--- src/rtl/xc20xx_cfg_loader.sv ---
// Serial configuration loader for an XC20XX CLB array.
// It parses the framed bitstream and strobes out one validated parallel frame at a time.
module xc20xx_cfg_loader #(
  parameter int unsigned FRAME_BITS = 46,
  parameter int unsigned NUM_FRAMES = 160,
  parameter int unsigned LEN_W      = 24
) (
  input  logic                  K,
  input  logic                  RESET_N,
  input  logic                  DIN,
  input  logic                  DIN_VALID,
  input  logic                  ABORT,
  output logic [FRAME_BITS-1:0] FRAME_DATA,
  output logic [((NUM_FRAMES > 1) ? $clog2(NUM_FRAMES) : 1)-1:0] FRAME_ADDR,
  output logic                  FRAME_WE,
  output logic                  BUSY,
  output logic                  DONE,
  output logic                  ERR
);

  localparam int unsigned AW      = (NUM_FRAMES > 1) ? $clog2(NUM_FRAMES) : 1;
  localparam int unsigned MINLEN  = 4 + LEN_W + 4 + NUM_FRAMES * (FRAME_BITS + 4);
  localparam int unsigned CNT_MAX = (LEN_W > FRAME_BITS) ? LEN_W : FRAME_BITS;
  localparam int unsigned CW      = $clog2(CNT_MAX + 1);

  typedef enum logic [3:0] {
    S_IDLE, S_LENGTH, S_FILL, S_START, S_DATA, S_STOP, S_POST, S_DONE, S_ERROR
  } state_t;

  state_t                  state, state_n;
  logic [3:0]              hist, hist_n;
  logic [LEN_W-1:0]        bitcnt, bitcnt_n, bitcnt_inc;
  logic [LEN_W-1:0]        len, len_n;
  logic [CW-1:0]           fcnt, fcnt_n;
  logic [FRAME_BITS-1:0]   data_n;
  logic                    we_n;
  logic                    last_frame;

  assign last_frame = (FRAME_ADDR == AW'(NUM_FRAMES - 1));

  // Next-state and datapath decode
  always_comb begin
    state_n    = state;
    hist_n     = hist;
    bitcnt_n   = bitcnt;
    len_n      = len;
    fcnt_n     = fcnt;
    data_n     = FRAME_DATA;
    we_n       = 1'b0;
    bitcnt_inc = bitcnt + LEN_W'(1);

    if (ABORT) begin
      state_n  = S_IDLE;
      hist_n   = 4'hF;
      bitcnt_n = '0;
      fcnt_n   = '0;
    end else if (state == S_POST && bitcnt == len) begin
      state_n = S_DONE;
    end else if (DIN_VALID) begin
      if (state != S_IDLE && state != S_DONE && state != S_ERROR)
        bitcnt_n = bitcnt_inc;
      case (state)
        S_IDLE: begin
          hist_n = {hist[2:0], DIN};
          if (hist_n == 4'b0010) begin
            state_n  = S_LENGTH;
            bitcnt_n = LEN_W'(4);
            fcnt_n   = '0;
          end
        end
        S_LENGTH: begin
          len_n  = {len[LEN_W-2:0], DIN};
          fcnt_n = fcnt + CW'(1);
          if (fcnt == CW'(LEN_W - 1)) begin
            fcnt_n  = '0;
            state_n = (len_n < LEN_W'(MINLEN)) ? S_ERROR : S_FILL;
          end
        end
        S_FILL: begin
          fcnt_n = fcnt + CW'(1);
          if (!DIN) begin
            state_n = S_ERROR;
          end else if (fcnt == CW'(3)) begin
            fcnt_n  = '0;
            state_n = S_START;
          end
        end
        S_START: begin
          fcnt_n  = '0;
          state_n = DIN ? S_ERROR : S_DATA;
        end
        S_DATA: begin
          data_n = {FRAME_DATA[FRAME_BITS-2:0], DIN};
          fcnt_n = fcnt + CW'(1);
          if (fcnt == CW'(FRAME_BITS - 1)) begin
            fcnt_n  = '0;
            state_n = S_STOP;
          end
        end
        S_STOP: begin
          fcnt_n = fcnt + CW'(1);
          if (!DIN) begin
            state_n = S_ERROR;
          end else if (fcnt == CW'(2)) begin
            fcnt_n  = '0;
            we_n    = 1'b1;
            state_n = last_frame ? S_POST : S_START;
          end
        end
        S_POST: begin
          if (bitcnt_inc == len) state_n = S_DONE;
        end
        default: ;
      endcase
      // Running out of length before the last frame closes is a framing error
      if ((state == S_FILL || state == S_START || state == S_DATA || state == S_STOP) &&
          state_n != S_ERROR && state_n != S_POST && bitcnt_inc == len) begin
        state_n = S_ERROR;
        we_n    = 1'b0;
      end
    end
  end

  always_ff @(posedge K or negedge RESET_N) begin
    if (!RESET_N) begin
      state      <= S_IDLE;
      hist       <= 4'hF;
      bitcnt     <= '0;
      len        <= '0;
      fcnt       <= '0;
      FRAME_DATA <= '0;
      FRAME_ADDR <= '0;
      FRAME_WE   <= 1'b0;
      BUSY       <= 1'b0;
      DONE       <= 1'b0;
      ERR        <= 1'b0;
    end else begin
      state      <= state_n;
      hist       <= hist_n;
      bitcnt     <= bitcnt_n;
      len        <= len_n;
      fcnt       <= fcnt_n;
      FRAME_DATA <= data_n;
      FRAME_WE   <= we_n;
      if (ABORT)
        FRAME_ADDR <= '0;
      else if (FRAME_WE)
        FRAME_ADDR <= FRAME_ADDR + AW'(1);
      BUSY <= (state_n != S_IDLE) && (state_n != S_DONE) && (state_n != S_ERROR);
      DONE <= (state_n == S_DONE);
      ERR  <= (state_n == S_ERROR);
    end
  end

endmodule
--- config.mk ---
export PLATFORM = sky130hd
export DESIGN_NAME = xc20xx_cfg_loader
export DESIGN_NICKNAME = d
export VERILOG_FILES = /design/src/rtl/xc20xx_cfg_loader.sv
export SDC_FILE = /design/constraint.sdc
export NUM_CORES = 1
export LEC_CHECK = 0
export ABC_AREA = 0
export ABC_CLOCK_PERIOD_IN_PS = 9200
export CORE_ASPECT_RATIO = 1.25
export CORE_MARGIN = 5
export CORE_UTILIZATION = 26
export DETAILED_ROUTE_END_ITERATION = 8
export PLACE_DENSITY = 0.45
export SYNTH_ARGS = -nofsm -noshare
export SYNTH_HDL_FRONTEND = slang
export SYNTH_SLANG_ARGS = --single-unit
--- constraint.sdc ---
create_clock -name K -period 9.2 [get_ports K]
set_clock_uncertainty 0.2 [all_clocks]
set_input_delay 0.92 -clock K [delete_from_list [all_inputs] [get_ports K]]
set_output_delay 0.92 -clock K [all_outputs]
set_load 0.02 [all_outputs]
== Word-level counts from Yosys, hierarchy flattened ==
Index checks and enable logic that the tools add are counted.

* Add/sub/neg operators: 3
* Order comparisons: 1
* Eq/ne operators: 24
* Multiplexer cells: 49
* Bitwise operators: 2
* Reductions and logical operators: 23

{| class="wikitable"
|+ Operator list
! kind !! number
|-
| 2-to-1 mux 24 bit || 6
|-
| 2-to-1 mux 4 bit || 17
|-
| 2-to-1 mux 6 bit || 10
|-
| == test 24 bit || 2
|-
| one-hot mux 6 bit (6 select lines) || 1
|-
| one-hot mux 4 bit (7 select lines) || 1
|-
| adder 24 x 1 -> 24 bit (second input constant) || 1
|-
| < comparator 24 x 13 -> 1 bit (second input constant) || 1
|-
| == test 4 x 3 -> 1 bit (second input constant) || 4
|-
| 2-to-1 mux 8 bit || 2
|-
| 2-to-1 mux 3 bit || 5
|-
| == test 4 x 2 -> 1 bit (second input constant) || 3
|-
| == test 6 x 2 -> 1 bit (second input constant) || 2
|-
| inequality test 4 x 3 -> 1 bit (second input constant) || 3
|-
| inequality test 4 bit (second input constant) || 3
|-
| AND reduction 4 bit || 3
|-
| adder 8 x 1 -> 8 bit (second input constant) || 1
|-
| == test 8 bit (second input constant) || 1
|-
| logical AND 1 bit || 8
|-
| nonzero test 4 bit || 2
|-
| 2-to-1 mux 1 bit || 7
|-
| nonzero test 7 bit || 1
|-
| adder 6 x 1 -> 6 bit (second input constant) || 1
|-
| == test 6 x 5 -> 1 bit (second input constant) || 1
|-
| 11 further kinds || 16
|}

* Register bits: 119
* Input bits: 5
* Output and inout bits: 58
* Word-level logic and storage cells: 113

== Logic depth before layout (Yosys ltp) ==
Gate-level depths: netlist of run 1.

* Depth after elaboration: 19
* Mapped depth: 11
* Gate-level depth less buffers: 11

== Worst setup path after synthesis of run 1 ==
Ideal clock, no wire load.

* Path type: flip-flop to flip-flop
* Start point: reg bitcnt[0]
* End point: reg BUSY
* Setup time: 128 ps
* Data arrival time: 2738 ps
* Setup slack: 6134 ps
* Stages on the path, launching flop included: 11
* Path buffers: 0
* Period minus slack after synthesis: 3066 ps
* Path through: dfrtp_1 > ha_1 > nand3_1 > or3_1 > nand3b_1 > a22oi_1 > nand4_1 > o31a_1 > o41a_1 > nor4_4 > a21oi_2

* Longest elaborated chain between the ends: 18
* Elaborated cells between the ends (all ways): 23
* Classes of those cells: add/sub: 1; eq/ne: 6; mux: 9; reduce/logical: 7

{| class="wikitable"
|+ RTL lines
! what !! RTL line !! source
|-
| start, declared || 32 || <nowiki>logic [LEN_W-1:0] bitcnt, bitcnt_n, bitcnt_inc;</nowiki>
|-
| start signal, assigned || 140 || <nowiki>bitcnt <= bitcnt_n;</nowiki>
|-
| adder 24 x 1 -> 24 bit || 50 || <nowiki>bitcnt_inc = bitcnt + LEN_W'(1);</nowiki>
|-
| == test 24 bit || 111, 117 ||
|-
| 2-to-1 mux 4 bit || 111 || <nowiki>if (bitcnt_inc == len) state_n = S_DONE;</nowiki>
|-
| one-hot mux 4 bit (7 select lines) || 62 || <nowiki>case (state)</nowiki>
|-
| 2-to-1 mux 4 bit || 59 || <nowiki>end else if (DIN_VALID) begin</nowiki>
|-
| 2-to-1 mux 4 bit || 57 || <nowiki>end else if (state == S_POST && bitcnt == len) begin</nowiki>
|-
| 2-to-1 mux 4 bit || 52 || <nowiki>if (ABORT) begin</nowiki>
|-
| inequality test 4 bit || 117 || <nowiki>state_n != S_ERROR && state_n != S_POST && bitcnt_inc == len) begin</nowiki>
|-
| logical AND 1 bit || 116 || <nowiki>if ((state == S_FILL || state == S_START || state == S_DATA || state == S_STOP) &&</nowiki>
|-
| logical AND 1 bit (2 in series) || 117 ||
|-
| 2-to-1 mux 4 bit || 116 ||
|-
| 2-to-1 mux 4 bit || 59 ||
|-
| 2-to-1 mux 4 bit * || 57 ||
|-
| 2-to-1 mux 4 bit * || 52 ||
|-
| inequality test 4 x 3 -> 1 bit or nonzero test 4 bit (tied branches) || 149 || <nowiki>BUSY <= (state_n != S_IDLE) && (state_n != S_DONE) && (state_n != S_ERROR);</nowiki>
|-
| logical AND 1 bit || 149 ||
|-
| logical AND 1 bit * || 149 ||
|-
| end signal, assigned || 149 ||
|-
| end, declared || 16 || <nowiki>output logic BUSY,</nowiki>
|}

Mark *: on every way between the ends. The rest lies on a longest branch, timed or not. The select of a mux whose other input is x is not followed.
A chain may end at the register's enable or synchronous reset.

== Worst setup path after layout of run 1 ==
* Start point: reg state[2]
* End point: reg len[19]

* Longest elaborated chain between the ends: 4
* Elaborated cells between the ends (all ways): 5
* Classes of those cells: eq/ne: 2; bitwise: 1; reduce/logical: 2

{| class="wikitable"
|+ RTL lines
! what !! RTL line !! source
|-
| start, declared || 30 || <nowiki>state_t state, state_n;</nowiki>
|-
| start signal, assigned || 138 || <nowiki>state <= state_n;</nowiki>
|-
| == test 4 x 3 -> 1 bit || 57 ||
|-
| logical AND 1 bit || 57 ||
|-
| inverter 1 bit (no source line) || - ||
|-
| AND reduction 4 bit (no source line) * || - ||
|-
| end signal, assigned || 141 || <nowiki>len <= len_n;</nowiki>
|-
| end, declared || 33 || <nowiki>logic [LEN_W-1:0] len, len_n;</nowiki>
|}

Mark *: on every way between the ends. The rest lies on a longest branch, timed or not.

==> metrics.csv, run 1 <==
metric,value,unit
synth_seq_cells,119,
final_util,32.3,%
power.density,156,nW/um^2
whs_path_depth,1,
ant_nets,0,
fp-row-count,65,
yosysSeqAreaShare,44.9,%
hold_violations,0,
drt_iter0_drc,265,
area_growth,22.5,%
fmax,246,MHz
ys_top_cells_by_area,"dfrtp_1 44%, mux2_2 12%, xor2_1 3.3%",
critPathRequiredTime,9.30,ns
fin_crit,4.07,ns
pre_cts_ws,4.93,ns
ys_types,68,
wl,18.3,mm
path_max_fanout,25,
syn-cell-area,6650,um^2
place.gp.congestion,0.875,
postSynthAreaPerCell,10.0,um^2
layout.nets,720,
cts_max_level,4,
setup_violations,0,
cts_buffers,17,
cts_tree,yes,
vdd_drop_max,0.000125,V
async_flop_share,100,%
worstHoldEndpoint,FRAME_DATA[45],
io-pin-count,63,
syn_inst,665,
placed_area,7540,um^2
path_clk_slew,0.06,ns
timing.rr.start,state[2],
n_fill_cell,2607,
r2r_end,len[19],
layout-drive-gt1-share,18.4,%
yosysWarnings,0,
slew-limit-headroom,34.4,%
whs,0.311,ns
gr-usage-all-layers,12.8,%
num_vias,5381,
r2r_cells,8,
die_y,189,um
cts_resized,0,
io_buffers,62,
yosysTopAreaCell,dfrtp_1,
grt_setup_unrepaired,no,
grt_pass1_wl,29.9,mm
grt_max_degree,73,
dp_hpwl,12.9,mm
max_slew.worst_pin.slew,0.982,ns
antenna_found_initial,0,
hold_buffers,0,
synthesis.nets,675,
finalWorstSetupSlack,5.13,ns
status,completed,
core,25200,um^2
crit_path_start_kind,register,
crit_start,state[2],
first_pass_iters,4,
postCtsSetupBuffers,0,
worstHoldStart,FRAME_DATA[45],
crit_type,register to register,
initial_core_util,26.4,%
clockRootBuffer,clkbuf_16,
timing.final.crit_share,44.2,%
synth_edf_count,0,
layout_commonest_cell,dfrtp_1,
cts_buffer_depth,2,
synth_top_area_share,43.7,%
grt_pass1_vias,5420,
drv_cap,0,
holdCritPathClass,register to register,
synth_flop_cell,dfrtp_1,
fp.dieW,153,um
die_area,28900,um^2
reg2reg_slack,5.13,ns
p_leak,3.55,nW
diodes,0,
finalInstanceArea,8140,um^2
crit_arrival,4.17,ns
via_per_inst,5.09,
routedWlPerCell,17.3,um
insertion_delay,0.42,ns
clock_sink_count,119,
drv_slew,0,
drc,0,
final_cell_mix,"116 x dfrtp_1, 70 x mux2_2, 61 x clkdlybuf4s50_1",
setup_tns,0,ns
endpoint_kind,register,
grt-ovfl-total,0,
-- kinds of logic after synthesis --
kind of cell | synth area share [%]
compound gates | 12.6
fa+ha+maj | 0.941
flops | 44.9
mux | 12.5
xor+xnor | 5.14
simple gates | 20.6
buf+inv | 3.33
-- area by class of cell --
class | count | area, um^2 | area share (%)
multi-input combinational | 496 | 3450 | 42.4
sequential | 119 | 2980 | 36.6
timing repair buffer | 66 | 648 | 7.96
clock buffer | 19 | 453 | 5.56
tap | 335 | 419 | 5.15
clock inverter | 12 | 151 | 1.86
inverter | 10 | 37.5 | 0.461
-- synthesized netlist by cell type, types with 7 or more instances --
cell type and number:
xnor2_1 14, nand3_1 24, and3_1 15, clkbuf_1 17, o21ai_0 35, mux2_2 70, nor4_1 13, nand2_1 40
xor2_1 25, nor2_1 52, dfrtp_1 116, a31oi_1 7, nor2b_1 8, buf_2 18, or3_1 10, a21oi_1 40
nand4_1 22, nand2b_1 7, nor3_1 15, inv_1 10
-- through the flow --
| stage | cells | total power [mW] |
|---|---|---|
| after global placement | 1026 | 0.587 |
| after detailed placement | 1026 | 0.588 |
| final | 1057 | 1.27 |
| after CTS | 1057 | 1.28 |
| after floorplan | 665 | 0.564 |
| after global routing | 1057 | 1.31 |
-- layer usage --
| metal | vias to the layer above | routed length (um) | GRT usage (%) |
|---|---|---|---|
| met5 | - | 0 | 0 |
| met4 | 0 | 722 | 6.75 |
| met3 | 37 | 978 | 3.84 |
| met2 | 151 | 8740 | 20.7 |
| met1 | 2651 | 7830 | 15.3 |
| li1 | 2542 | - | - |
-- how the worst max path moves through the flow --
stage | cells after the start | to
floorplan | 10 | BUSY
global route | 8 | len[18]
finish | 8 | len[19]
global placement | 9 | BUSY
detailed placement | 10 | ERR
CTS | 8 | len[19]
-- critical path: stages (launching register included) --
cell,delay [ns]
dfrtp_1,0.66
nor2b_1,0.40
nand2_1,0.11
or4_1,0.43
nor4_2,0.33
nand2b_1,0.45
nor2_1,0.17
nand2_1,0.76
mux2_2,0.42
-- state kept, by name (all words and copies together) (netlist names), 3 cells and up --
register,count
len,24
hist,3
FRAME_ADDR,8
fcnt,6
FRAME_DATA,46
bitcnt,24
state,4
-- where the power goes --
group / switching, mW / internal (mW) / total, mW
Sequential: 0.00393 / 0.528 / 0.531
Combinational: 0.0327 / 0.0138 / 0.0465
Clock: 0.250 / 0.438 / 0.688
Note: power is estimated with default switching activity, not from simulation.
==> run 2, diff against run 1 <==
Settings changed: ABC_CLOCK_PERIOD_IN_PS 9200 to 4000.
Clock period 9.2 ns to 4 ns, I/O delays scaled along.
==> run 2 against run 1 <==
  * Design area rose by 2.6%
  * Die area did not move
  * Final cell count rose by 2.0%
  * First-iteration DRC count rose by 32%
  * Non-clock buffer count rose by 20
  * Routed wire length rose by 8.0%
  * Sequential share of layout area fell by 0.93 points
  * Register-to-register slack got worse by 4.7 ns
  * Critical path type unchanged
  * Critical endpoint is now BUSY
==> metrics.csv, run 2 (synthesized netlist as in run 1, its figures left out) <==
metric,value,unit,change
routedWlPerCell,18.3,um,was 17.3 um
timing.final.crit_share,89.4,%,was 44.2%
path_clk_slew,0.06,ns,about the same
clockRootBuffer,clkbuf_16,,unchanged
endpoint_kind,register,,unchanged
vdd_drop_max,0.000376,V,was 0.000125 V
drc,0,,unchanged
layout-drive-gt1-share,20.6,%,was 18.4%
die_y,189,um,unchanged
die_area,28900,um^2,unchanged
gr-usage-all-layers,13.9,%,was 12.8%
fin_crit,3.57,ns,was 4.07 ns
status,completed,,unchanged
pre_cts_ws,0.395,ns,was 4.93 ns
cts_buffer_depth,2,,unchanged
initial_core_util,26.4,%,unchanged
num_vias,5415,,was 5381
grt_pass1_wl,32.0,mm,was 29.9 mm
path_max_fanout,7,,was 25
clock_sink_count,119,,unchanged
drv_slew,0,,unchanged
reg_top3,"FRAME_DATA x46, bitcnt x24, len x24",,unchanged
place.gp.congestion,0.918,,was 0.875
via_per_inst,5.02,,was 5.09
drt_iter0_drc,349,,was 265
whs_path_depth,1,,unchanged
grt_max_degree,52,,was 73
grt-ovfl-total,0,,unchanged
final_cell_mix,"116 x dfrtp_1, 70 x mux2_2, 61 x clkdlybuf4s50_1",,unchanged
first_pass_iters,4,,unchanged
grt_pass1_vias,5663,,was 5420
fp.dieW,153,um,unchanged
cts_max_level,4,,unchanged
area_growth,25.7,%,was 22.5%
io_buffers,62,,unchanged
largest-register,FRAME_DATA,,unchanged
r2r_cells,10,,was 8
final_util,33.1,%,was 32.3%
multi_input_area,3450,um^2,unchanged
cts_resized,0,,unchanged
dp_hpwl,14.7,mm,was 12.9 mm
slew-limit-headroom,44.4,%,was 34.4%
layout.cells.non_filler,1078,,was 1057
largest_register_ffs,46,,unchanged
ant_nets,0,,unchanged
cts_tree,yes,,unchanged
n_fill_cell,2635,,was 2607
postCtsSetupBuffers,0,,unchanged
drv_cap,0,,unchanged
insertion_delay,0.42,ns,about the same
max_slew.worst_pin.slew,0.827,ns,was 0.982 ns
crit_arrival,3.67,ns,was 4.17 ns
setup_tns,0,ns,unchanged
hold_violations,0,,unchanged
antenna_found_initial,1,,was 0
whs,0.315,ns,was 0.311 ns
power.density,362,nW/um^2,was 156 nW/um^2
critPathRequiredTime,4.10,ns,was 9.30 ns
grt_setup_unrepaired,no,,unchanged
finalWorstSetupSlack,0.426,ns,was 5.13 ns
fp-row-count,65,,unchanged
finalInstanceArea,8350,um^2,was 8140 um^2
crit_path_start_kind,register,,unchanged
crit_type,register to register,,unchanged
placed_area,7690,um^2,was 7540 um^2
power.total,3.03,mW,was 1.27 mW
layout.nets,740,,was 720
io-pin-count,63,,unchanged
dp.cells,1045,,was 1026
fmax,280,MHz,was 246 MHz
wl,19.7,mm,was 18.3 mm
seq_area,2980,um^2,unchanged
hold_buffers,1,,was 0
setup_violations,0,,unchanged
holdCritPathClass,register to register,,unchanged
core,25200,um^2,unchanged
layout_commonest_cell,dfrtp_1,,unchanged
cts_buffers,17,,unchanged
p_leak,3.67,nW,was 3.55 nW
diodes,0,,unchanged
[run 2: cell count changes in the layout (fill, tap and decap cells not counted)]
cell / delta
clkinvlp_4: +1
bufinv_16: +2
buf_12: +1
clkbuf_8: -2
clkinv_4: +1
dlygate4sd3_1: +1
buf_4: +18
inv_6: +1
clkinv_2: -2
[run 2: area by class of cell]
| type | count | area share, % |
|---|---|---|
| Clock buffer | 17 | 5.09 |
| Inverter | 10 | 0.449 |
| Multi-Input combinational cell | 496 | 41.3 |
| Timing Repair Buffer | 86 | 9.74 |
| Sequential cell | 119 | 35.7 |
| Clock inverter | 15 | 2.71 |
| Tap cell | 335 | 5.02 |
[run 2: final timing paths]
kind / end / start / slack, ns
setup / recovery: BUSY / bitcnt[0] / 0.43
hold / removal: FRAME_DATA[45] / FRAME_DATA[45] / 0.32
setup reg to reg: BUSY / bitcnt[0] / 0.43
hold reg to reg: FRAME_DATA[45] / FRAME_DATA[45] / 0.32
max in group asynchronous: hist[1] / RESET_N / 2.28
min in group asynchronous: bitcnt[15] / RESET_N / 0.37
[run 2: per-layer routing]
layer  global-route usage (%)  vias up  part of all wire, %
met5                        0        -                0.066
met4                     5.83        2                  3.1
met1                     16.1     2697                   42
met2                     23.8      115                   51
met3                     4.07       37                  4.6
li1                         -     2564                    -
[run 2: critical path: stages, from the launching register on]
cell and delay (ns):
dfrtp_1 0.46, ha_1 0.32, nand3_1 0.29, or3_1 0.47, nand3b_1 0.18, a22oi_1 0.25
nand4_1 0.20, o31a_1 0.29, o41a_1 0.44, nor4_4 0.32, a21oi_2 0.04
[run 2: where the power goes]
group	leakage (nW)	switching [mW]	internal [mW]	total [mW]
logic	1.71	0.0820	0.0385	0.121
registers	1.65	0.00589	1.21	1.22
clock network	0.310	0.579	1.11	1.69
total	3.67	0.667	2.36	3.03
==> run 3, diff against run 2 <==
Settings changed: CAP_MARGIN set to 20, HOLD_SLACK_MARGIN set to 0.12.
==> results of run 3 <==
No change in the layout: final DEF, timing and power equal those of run 2.
